<file path="src/rtl/clk_ratio_pkg.sv">
// Shared types and default constants for the clock ratio meter.
// Optional duty-cycle comparator is enabled by defining CLK_RATIO_DUTY_CHECK_EN.
package clk_ratio_pkg;

    localparam int DEFAULT_CNT_W    = 16;
    localparam int DEFAULT_DUTY_TOL = 1;

    typedef enum logic [1:0] {
        IDLE = 2'd0,
        HIGH = 2'd1,
        LOW  = 2'd2
    } state_t;

endpackage

</file>
<file path="src/rtl/clk_ratio_edge_sync.sv">
// Brings the measured signal into the clk domain and flags its rising/falling edges.
// Two flops resynchronize, the third delays by one cycle for edge detection.
module clk_ratio_edge_sync (
    input  logic clk,
    input  logic rst,
    input  logic i_sig,
    output logic o_rise,
    output logic o_fall
);

    logic r_s1;
    logic r_s2;
    logic r_s3;

    // Synchronizer chain plus one history flop, cleared by reset so no edge is seen at start-up.
    always_ff @(posedge clk) begin
        if (rst) begin
            r_s1 <= 1'b0;
            r_s2 <= 1'b0;
            r_s3 <= 1'b0;
        end else begin
            r_s1 <= i_sig;
            r_s2 <= r_s1;
            r_s3 <= r_s2;
        end
    end

    assign o_rise = r_s2 & ~r_s3;
    assign o_fall = ~r_s2 & r_s3;

endmodule

</file>
<file path="src/rtl/clk_ratio_meter.sv">
// Measures the division ratio and high/low split of a slow clock sampled by clk.
// A result is published one cycle after each rising edge that closes a full period.
// Define CLK_RATIO_DUTY_CHECK_EN to build the 50% duty comparator; otherwise duty_ok is 1.
module clk_ratio_meter
    import clk_ratio_pkg::*;
#(
    parameter int CNT_W    = DEFAULT_CNT_W,
    parameter int DUTY_TOL = DEFAULT_DUTY_TOL
) (
    input  logic             clk,
    input  logic             rst,
    input  logic             sig_in,
    output logic             valid_out,
    output logic [CNT_W-1:0] period,
    output logic [CNT_W-1:0] high_cnt,
    output logic [CNT_W-1:0] low_cnt,
    output logic             duty_ok,
    output logic             timeout
);

    localparam logic [CNT_W-1:0] CNT_MAX = '1;

    logic             w_rise;
    logic             w_fall;

    state_t           r_state;
    state_t           w_nextState;

    logic             w_cntLoad;
    logic             w_cntInc;
    logic             w_latchHi;
    logic             w_publish;
    logic             w_timeout;

    logic [CNT_W-1:0] r_cnt;
    logic [CNT_W-1:0] r_hiTmp;
    logic [CNT_W:0]   w_sum;
    logic [CNT_W-1:0] w_periodSat;

    logic             r_valid;
    logic [CNT_W-1:0] r_period;
    logic [CNT_W-1:0] r_highCnt;
    logic [CNT_W-1:0] r_lowCnt;
    logic             r_dutyOk;
    logic             r_timeout;

    clk_ratio_edge_sync u_edgeSync (
        .clk    (clk),
        .rst    (rst),
        .i_sig  (sig_in),
        .o_rise (w_rise),
        .o_fall (w_fall)
    );

    // State register; reset always lands in IDLE so a partial period is never reported.
    always_ff @(posedge clk) begin
        if (rst) begin
            r_state <= IDLE;
        end else begin
            r_state <= w_nextState;
        end
    end

    // Next-state and datapath controls; an edge wins over the counter-full check.
    always_comb begin
        w_nextState = r_state;
        w_cntLoad   = 1'b0;
        w_cntInc    = 1'b0;
        w_latchHi   = 1'b0;
        w_publish   = 1'b0;
        w_timeout   = 1'b0;
        case (r_state)
            IDLE: begin
                if (w_rise) begin
                    w_cntLoad   = 1'b1;
                    w_nextState = HIGH;
                end
            end
            HIGH: begin
                if (w_fall) begin
                    w_latchHi   = 1'b1;
                    w_cntLoad   = 1'b1;
                    w_nextState = LOW;
                end else if (r_cnt == CNT_MAX) begin
                    w_timeout   = 1'b1;
                    w_nextState = IDLE;
                end else begin
                    w_cntInc    = 1'b1;
                end
            end
            LOW: begin
                if (w_rise) begin
                    w_publish   = 1'b1;
                    w_cntLoad   = 1'b1;
                    w_nextState = HIGH;
                end else if (r_cnt == CNT_MAX) begin
                    w_timeout   = 1'b1;
                    w_nextState = IDLE;
                end else begin
                    w_cntInc    = 1'b1;
                end
            end
            default: begin
                w_nextState = IDLE;
            end
        endcase
    end

    // Phase counter: loads 1 on the edge cycle itself so it counts sampled cycles of the phase.
    always_ff @(posedge clk) begin
        if (rst) begin
            r_cnt <= '0;
        end else if (w_cntLoad) begin
            r_cnt <= {{(CNT_W-1){1'b0}}, 1'b1};
        end else if (w_cntInc) begin
            r_cnt <= r_cnt + 1'b1;
        end
    end

    // Holds the high-phase length until the low phase closes the period.
    always_ff @(posedge clk) begin
        if (rst) begin
            r_hiTmp <= '0;
        end else if (w_latchHi) begin
            r_hiTmp <= r_cnt;
        end
    end

    assign w_sum       = {1'b0, r_hiTmp} + {1'b0, r_cnt};
    assign w_periodSat = w_sum[CNT_W] ? CNT_MAX : w_sum[CNT_W-1:0];

    // Published results; they only change on a completed period and hold otherwise.
    always_ff @(posedge clk) begin
        if (rst) begin
            r_valid   <= 1'b0;
            r_period  <= '0;
            r_highCnt <= '0;
            r_lowCnt  <= '0;
        end else begin
            r_valid <= w_publish;
            if (w_publish) begin
                r_period  <= w_periodSat;
                r_highCnt <= r_hiTmp;
                r_lowCnt  <= r_cnt;
            end
        end
    end

    // Sticky timeout: set when a phase overruns the counter, cleared by the next good result.
    always_ff @(posedge clk) begin
        if (rst) begin
            r_timeout <= 1'b0;
        end else if (w_publish) begin
            r_timeout <= 1'b0;
        end else if (w_timeout) begin
            r_timeout <= 1'b1;
        end
    end

`ifdef CLK_RATIO_DUTY_CHECK_EN
    logic [CNT_W-1:0] w_diff;

    // Larger-minus-smaller keeps the high/low difference free of unsigned wrap.
    always_comb begin
        w_diff = (r_hiTmp >= r_cnt) ? (r_hiTmp - r_cnt) : (r_cnt - r_hiTmp);
    end

    // Duty verdict is captured together with the rest of the published results.
    always_ff @(posedge clk) begin
        if (rst) begin
            r_dutyOk <= 1'b0;
        end else if (w_publish) begin
            r_dutyOk <= (w_diff <= CNT_W'(DUTY_TOL));
        end
    end
`else
    // Without the comparator the verdict is simply asserted once out of reset.
    always_ff @(posedge clk) begin
        if (rst) begin
            r_dutyOk <= 1'b0;
        end else begin
            r_dutyOk <= 1'b1;
        end
    end
`endif

    assign valid_out = r_valid;
    assign period    = r_period;
    assign high_cnt  = r_highCnt;
    assign low_cnt   = r_lowCnt;
    assign duty_ok   = r_dutyOk;
    assign timeout   = r_timeout;

endmodule

</file>
<file path="config.mk">
export PLATFORM = sky130hd
export DESIGN_NAME = clk_ratio_meter
export DESIGN_NICKNAME = d
export VERILOG_FILES = /design/src/rtl/clk_ratio_pkg.sv /design/src/rtl/clk_ratio_edge_sync.sv /design/src/rtl/clk_ratio_meter.sv
export SDC_FILE = /design/constraint.sdc
export NUM_CORES = 1
export LEC_CHECK = 0
export CAP_MARGIN = 10
export CELL_PAD_IN_SITES_DETAIL_PLACEMENT = 1
export CELL_PAD_IN_SITES_GLOBAL_PLACEMENT = 2
export CORE_ASPECT_RATIO = 0.5
export CORE_MARGIN = 3
export CORE_UTILIZATION = 33
export DETAILED_ROUTE_END_ITERATION = 10
export PLACE_DENSITY = 0.75
export SETUP_SLACK_MARGIN = 0.05
export SLEW_MARGIN = 20
export SYNTH_ARGS = -nofsm -noshare
export SYNTH_HDL_FRONTEND = slang
export SYNTH_SLANG_ARGS = --single-unit
</file>
<file path="constraint.sdc">
create_clock -name clk -period 2.4 [get_ports clk]
set_input_delay 0.6 -clock clk [delete_from_list [all_inputs] [get_ports clk]]
set_output_delay 0.6 -clock clk [all_outputs]
set_load 0.1 [all_outputs]
</file>
==> results.toml <==
[yosys]
ys_async_sr_fraction_pct = 0
synth_warnings = 0
synth_nets = 459
synth_edf_count = 0
ys.flop_type = "dfxtp_1"
synth_area_um2 = 3950
synth_seq_cells = 88
yosysUniqueCellTypes = 53
seq_area_frac_synth_pct = 44.6
synthCells = 434
avgSynthCellArea_um2 = 9.10

[critical_path]
worst-path-stages = 8
crit_chain = "ha_2 -> fa_2 -> a211oi_2 -> o211ai_1 -> nand4_1 -> o21ba_2 -> a32oi_1 -> o311ai_1"
cp.buffers_inverters = 0
cp_top_family = "compound AO/OA/AOI/OAI gates"
r2r-start = "r_hiTmp[0]"
end_kind = "register"
crit_fanout = 4
required_ps = 2620
cp_slowest_cell = "dfxtp_1"
reg2reg_slack_ps = 210
critPathLaunch = "r_hiTmp[0]"
path_class = "register to register"
r2r_end = "period[12]"
r2r_cells = 8
cp-endpoint = "period[12]"
startpoint_type = "register"
slowest_delay_ps = 380
arrival_ps = 2410

[hold_path]
hp-class = "register to register"
whs_path_depth = 2

[global_route]
antenna_found_initial = 0
grt_pass1_wl_um = 18000
grt_pass1_vias = 3255
gr-total-overflow = 0
track_usage_pct = 17.1
grt_max_degree = 26

[placement]
post-place-cells = 645
place.gp.congestion = 0.817
dp_slack_ps = 107
place.port_buffers = 53
placed_cell_area_um2 = 4610
dp_hpwl_um = 8370

[clocking]
clk_transition_reported_paths_ps = 60
clockRootBuffer = "clkbuf_16"
clock_latency_ps = 340
cts_tree = "yes"
htree_levels = 3
clock_path_buffers = 2
cts_made_buffers = 9
clock_sinks = 88

[cells_and_area]
area_delta_synth_final_pct = 24.7
final_core_util_pct = 43.5
drive_gt1_share_pct = 21.1
antennaDiodeCount = 0
instances_no_fill = 661
fin_area_um2 = 4920
fin_nets = 522

[sta]
fin_skew_ps = 7.20
final.setup.worst_slack_ps = 215
setup_violations = 0
fin_crit_sh_pct = 91.0
max_slew_margin_pct = 57.4
rsz0062_at_grt = "no"
period_needed_ps = 2190
worst_pin_slew_ps = 639
fmaxAchievable_ghz = 0.458
whs_ps = 437
drv_slew = 0
hold_viol = 0
setup_tns_ps = 0

[die]
die-height_um = 83.3
io_pins = 54
core_area_um2 = 11300
dieArea_um2 = 13400
die_x_um = 161
rows = 27
initial_utilization_pct = 34.9

[drt]
route.detailed.drc = 0
wl_per_cell_um = 17.1
num_vias = 3375
routed_wl_um = 11300
first_pass_iters = 4
viasPerCell = 5.11
drt_iter0_drc = 126
final_antenna_net_count = 0

[power]
switchingPower_uw = 666
p_int_mw = 2.30
vdd_ir_drop_max_mv = 0.300
swShare_pct = 22.5
p_leak_nw = 2.12
pwr-share-clk_pct = 45.4
p_seq_share_pct = 49.8
p_comb_share_pct = 4.8
power.density_nw_per_um2 = 602
power_mw = 2.97

[flow_run]
max-cap-violations = 0

[outcome]
status = "finished, final reports clean"
## synth_stat cells (2+ instances only)
cell | instances | area share, %
nand3_1 | 13 | 1.6
a21oi_1 | 41 | 5.2
nor2_1 | 24 | 2.3
and4_1 | 2 | 0.44
and2_0 | 2 | 0.32
a211oi_1 | 5 | 0.95
nor2b_1 | 2 | 0.32
clkbuf_1 | 12 | 1.1
mux2i_1 | 3 | 0.76
ha_1 | 21 | 6.7
o21a_1 | 3 | 0.57
o21ai_1 | 2 | 0.25
o21ai_0 | 17 | 2.2
xnor2_1 | 6 | 1.3
nand2b_1 | 2 | 0.32
a31oi_1 | 2 | 0.32
nand4_1 | 5 | 0.79
dfxtp_1 | 88 | 45
a22o_1 | 32 | 7.1
xor2_1 | 17 | 3.8
and3_1 | 8 | 1.3
or3_1 | 3 | 0.48
nand2_1 | 72 | 6.8
nor3_2 | 2 | 0.51
o211ai_1 | 9 | 1.7
nand3_2 | 3 | 0.76
a21o_1 | 2 | 0.38
buf_2 | 7 | 0.89
inv_1 | 5 | 0.48
## tightest hold or removal path: stages (launching register included)
cell	delay, ps
dfxtp_1	310
nand2_1	50
nand2_1	40
## worst min-delay path by stage
stage	slack, ps	to	start
floorplan	410	u_edgeSync.r_s2	u_edgeSync.r_s1
global placement	420	u_edgeSync.r_s2	u_edgeSync.r_s1
detailed placement	430	u_edgeSync.r_s2	u_edgeSync.r_s1
CTS	440	period[0]	period[0]
global route	460	period[6]	period[6]
finish	440	period[0]	period[0]
## layer usage
layer / vias up / track usage [%] / share of wire [%]
li1: 1673 / - / -
met1: 1646 / 26.9 / 55
met2: 48 / 22.4 / 40
met3: 8 / 4.78 / 4.2
met4: 0 / 3.54 / 0.75
met5: - / 0 / 0
## registers in the layout (all words and copies together) (netlist names), 2 cells and up
name	count
high_cnt	16
low_cnt	16
period	16
r_cnt	16
r_hiTmp	16
r_state	2
## logic make-up after synthesis
kind of cell | share of synthesized area [%]
mux | 0.761
simple gates | 18.5
flops | 44.6
buf+inv | 3.07
xor+xnor | 5.10
fa+ha+maj | 7.16
compound gates | 20.8
## cells in the final DEF (no fill, tap or decap), types with 3 or more instances in the layout
master,n
clkbuf_16,9
nand2_1,72
a211oi_1,4
nand3_1,13
and3_1,8
ha_1,20
buf_4,71
xor2_1,17
o211ai_1,9
a21oi_1,39
xnor2_1,6
or3_1,3
mux2i_1,3
nor2_1,24
o21a_1,3
nand3_2,3
clkinv_2,3
a22o_1,32
inv_1,5
o21ai_0,17
dfxtp_1,88
clkbuf_8,3
nand4_1,5
## cell type report
| type | instances | area (µm²) |
|---|---|---|
| timing repair buffer | 73 | 553 |
| multi-input combinational | 319 | 2100 |
| fill | 1333 | 6390 |
| clock buffer | 13 | 270 |
| clock inverter | 3 | 15.0 |
| inverter | 6 | 22.5 |
| tap | 159 | 199 |
| sequential | 88 | 1760 |
## what timing repair did
action	4_1_cts	5_1_grt
hold buffers	0	0
resized for setup	0	7
endpoints found under the setup margin	0	16
endpoints found under the hold margin	0	0
setup buffers	0	0
## power by group through the flow
stage	combinational (mW)	sequential (mW)	clock [mW]
2_1_floorplan	0.0894	1.52	0
3_3_place_gp	0.142	1.51	0
3_5_place_dp	0.143	1.51	0
4_1_cts	0.144	1.48	1.39
5_1_grt	0.160	1.48	1.46
6_report	0.142	1.48	1.35
(Power assumes the default switching activity.)
==> patch, RTL diff (same settings) <==
Register the input `sig_in` before use, without a reset. The logic sees it one clock later.
--- a/src/rtl/clk_ratio_meter.sv
+++ b/src/rtl/clk_ratio_meter.sv
@@ -20,6 +20,12 @@
 
     localparam logic [CNT_W-1:0] CNT_MAX = '1;
 
+    logic sig_q;
+
+    always_ff @(posedge clk) begin
+        sig_q <= sig_in;
+    end
+
     logic             w_rise;
     logic             w_fall;
 
@@ -47,7 +53,7 @@
     clk_ratio_edge_sync u_edgeSync (
         .clk    (clk),
         .rst    (rst),
-        .i_sig  (sig_in),
+        .i_sig  (sig_q),
         .o_rise (w_rise),
         .o_fall (w_fall)
     );
Function: changed (Yosys sat finds a counterexample within 10 cycles, from zero or initial values and one cycle with rst high).
==> patch against the original RTL <==
Synthesized area increased by 0.51%; first-iteration DRC count decreased by 25%; die area increased by 0.48%; total power increased by 2.5%; wire length decreased by 1.4%; non-clock buffer count decreased by 1; worst setup slack got worse by 0.045 ns; sequential cell count increased by 1; count of clock-buffer cells in the layout decreased by 1; via count decreased by 1.4%; final area increased by 0.33%; critical endpoint unchanged; largest power group unchanged.
==> patch: results (changes against the original RTL) <==
Hold Path Origin -> period[1]$_SDFFE_PP0P_ (was period[0]$_SDFFE_PP0P_)
Switching Share -> 21.4% (was 22.5%)
Clk pwr -> 0.00140 W (was 0.00135 W)
Sequential Power Share -> 49.2% (was 49.8%)
Mux cell area share after synthesis -> 0.757% (was 0.761%)
Total Routing Usage GR -> 17.2% (was 17.1%)
Post-synthesis cell count -> 435 (was 434)
Slowest stage delay, CP -> 0.36 ns (was 0.38 ns)
Worst hold slack -> 0.440 ns (was 0.437 ns)
Synth top cells by count -> 89 x dfxtp_1, 72 x nand2_1, 41 x a21oi_1 (was 88 x dfxtp_1, 72 x nand2_1, 41 x a21oi_1)
Post-Route Skew -> 0.00487 ns (was 0.00720 ns)
Dpl hpwl -> 8350 um (was 8370 um)
Post-synthesis xor/xnor area fraction -> 5.08% (was 5.10%)
Sequential element share of the synthesized area -> 44.9% (was 44.6%)
VDD IR max -> 0.328 mV (was 0.300 mV)
R2R Path Start -> r_hiTmp[0]$_SDFFE_PP0P_ (unchanged)
Wirelength per Cell -> 16.9 um (was 17.1 um)
Worst hold path endpoint -> period[1]$_SDFFE_PP0P_ (was period[0]$_SDFFE_PP0P_)
PD cells -> 615 nW/um^2 (was 602 nW/um^2)
Critical path fanouts, max -> 4 (unchanged)
LEAKAGE -> 2.12 nW (about the same)
Number of global-route vias before repair -> 3,370 (was 3,255)
Drt pass-1 iters -> 4 (unchanged)
Layout filler cell count -> 1,343 (was 1,333)
Ranking of synthesized cells by area -> dfxtp_1 45%, a22o_1 7.1%, nand2_1 6.8% (unchanged)
DR vias -> 3,327 (was 3,375)
Post-layout util -> 43.5% (about the same)
Compound-Gate Fraction of Synth Area -> 20.7% (was 20.8%)
Crit share post-route -> 92.9% (was 91.0%)
Initial drt markers -> 95 (was 126)
Reg-to-reg slack, setup -> 0.17 ns (was 0.21 ns)
Asr flop ratio synth -> 0% (unchanged)
Via density -> 5.04 (was 5.11)
RePlAce Congestion -> 0.814 (was 0.817)
Outcome -> complete, no violations (unchanged)
Post-place setup slack -> 0.0721 ns (was 0.107 ns)
Worst-Margin Slew -> 0.633 ns (was 0.639 ns)
Share of layout cells above drive strength 1 -> 20.4% (was 21.1%)
First-pass GRT wire length -> 18,400 um (was 18,000 um)
[patch: layout make-up]
class / count / share of cell area (%)
Multi-Input combinational cell: 319 / 42.4
Inverter: 6 / 0.456
Timing Repair Buffer: 72 / 11.0
Clock inverter: 3 / 0.811
Tap cell: 159 / 4.03
Clock buffer: 12 / 5.19
Sequential cell: 89 / 36.1
[patch: what timing repair did]
action / in CTS / in global routing
endpoints found under the hold margin: 0 / 0
resized for setup: 0 / 4
endpoints found under the setup margin: 0 / 16
[patch: critical path: cells and delay by family, from the launching register on]
| kind | cells | cell delay, ns |
|---|---|---|
| compound gates | 5 | 0.92 |
| fa+ha+maj | 2 | 0.57 |
| flops | 1 | 0.36 |
| simple gates | 1 | 0.26 |
[patch: layer usage]
layer	share of wire [%]	vias up	track usage (%)	wire length (um)
li1	-	1679	-	-
met1	56	1591	26.3	6280
met2	39	55	23.9	4400
met3	3.8	2	4.16	425
met4	0.36	0	4.14	40
met5	0	-	0	0
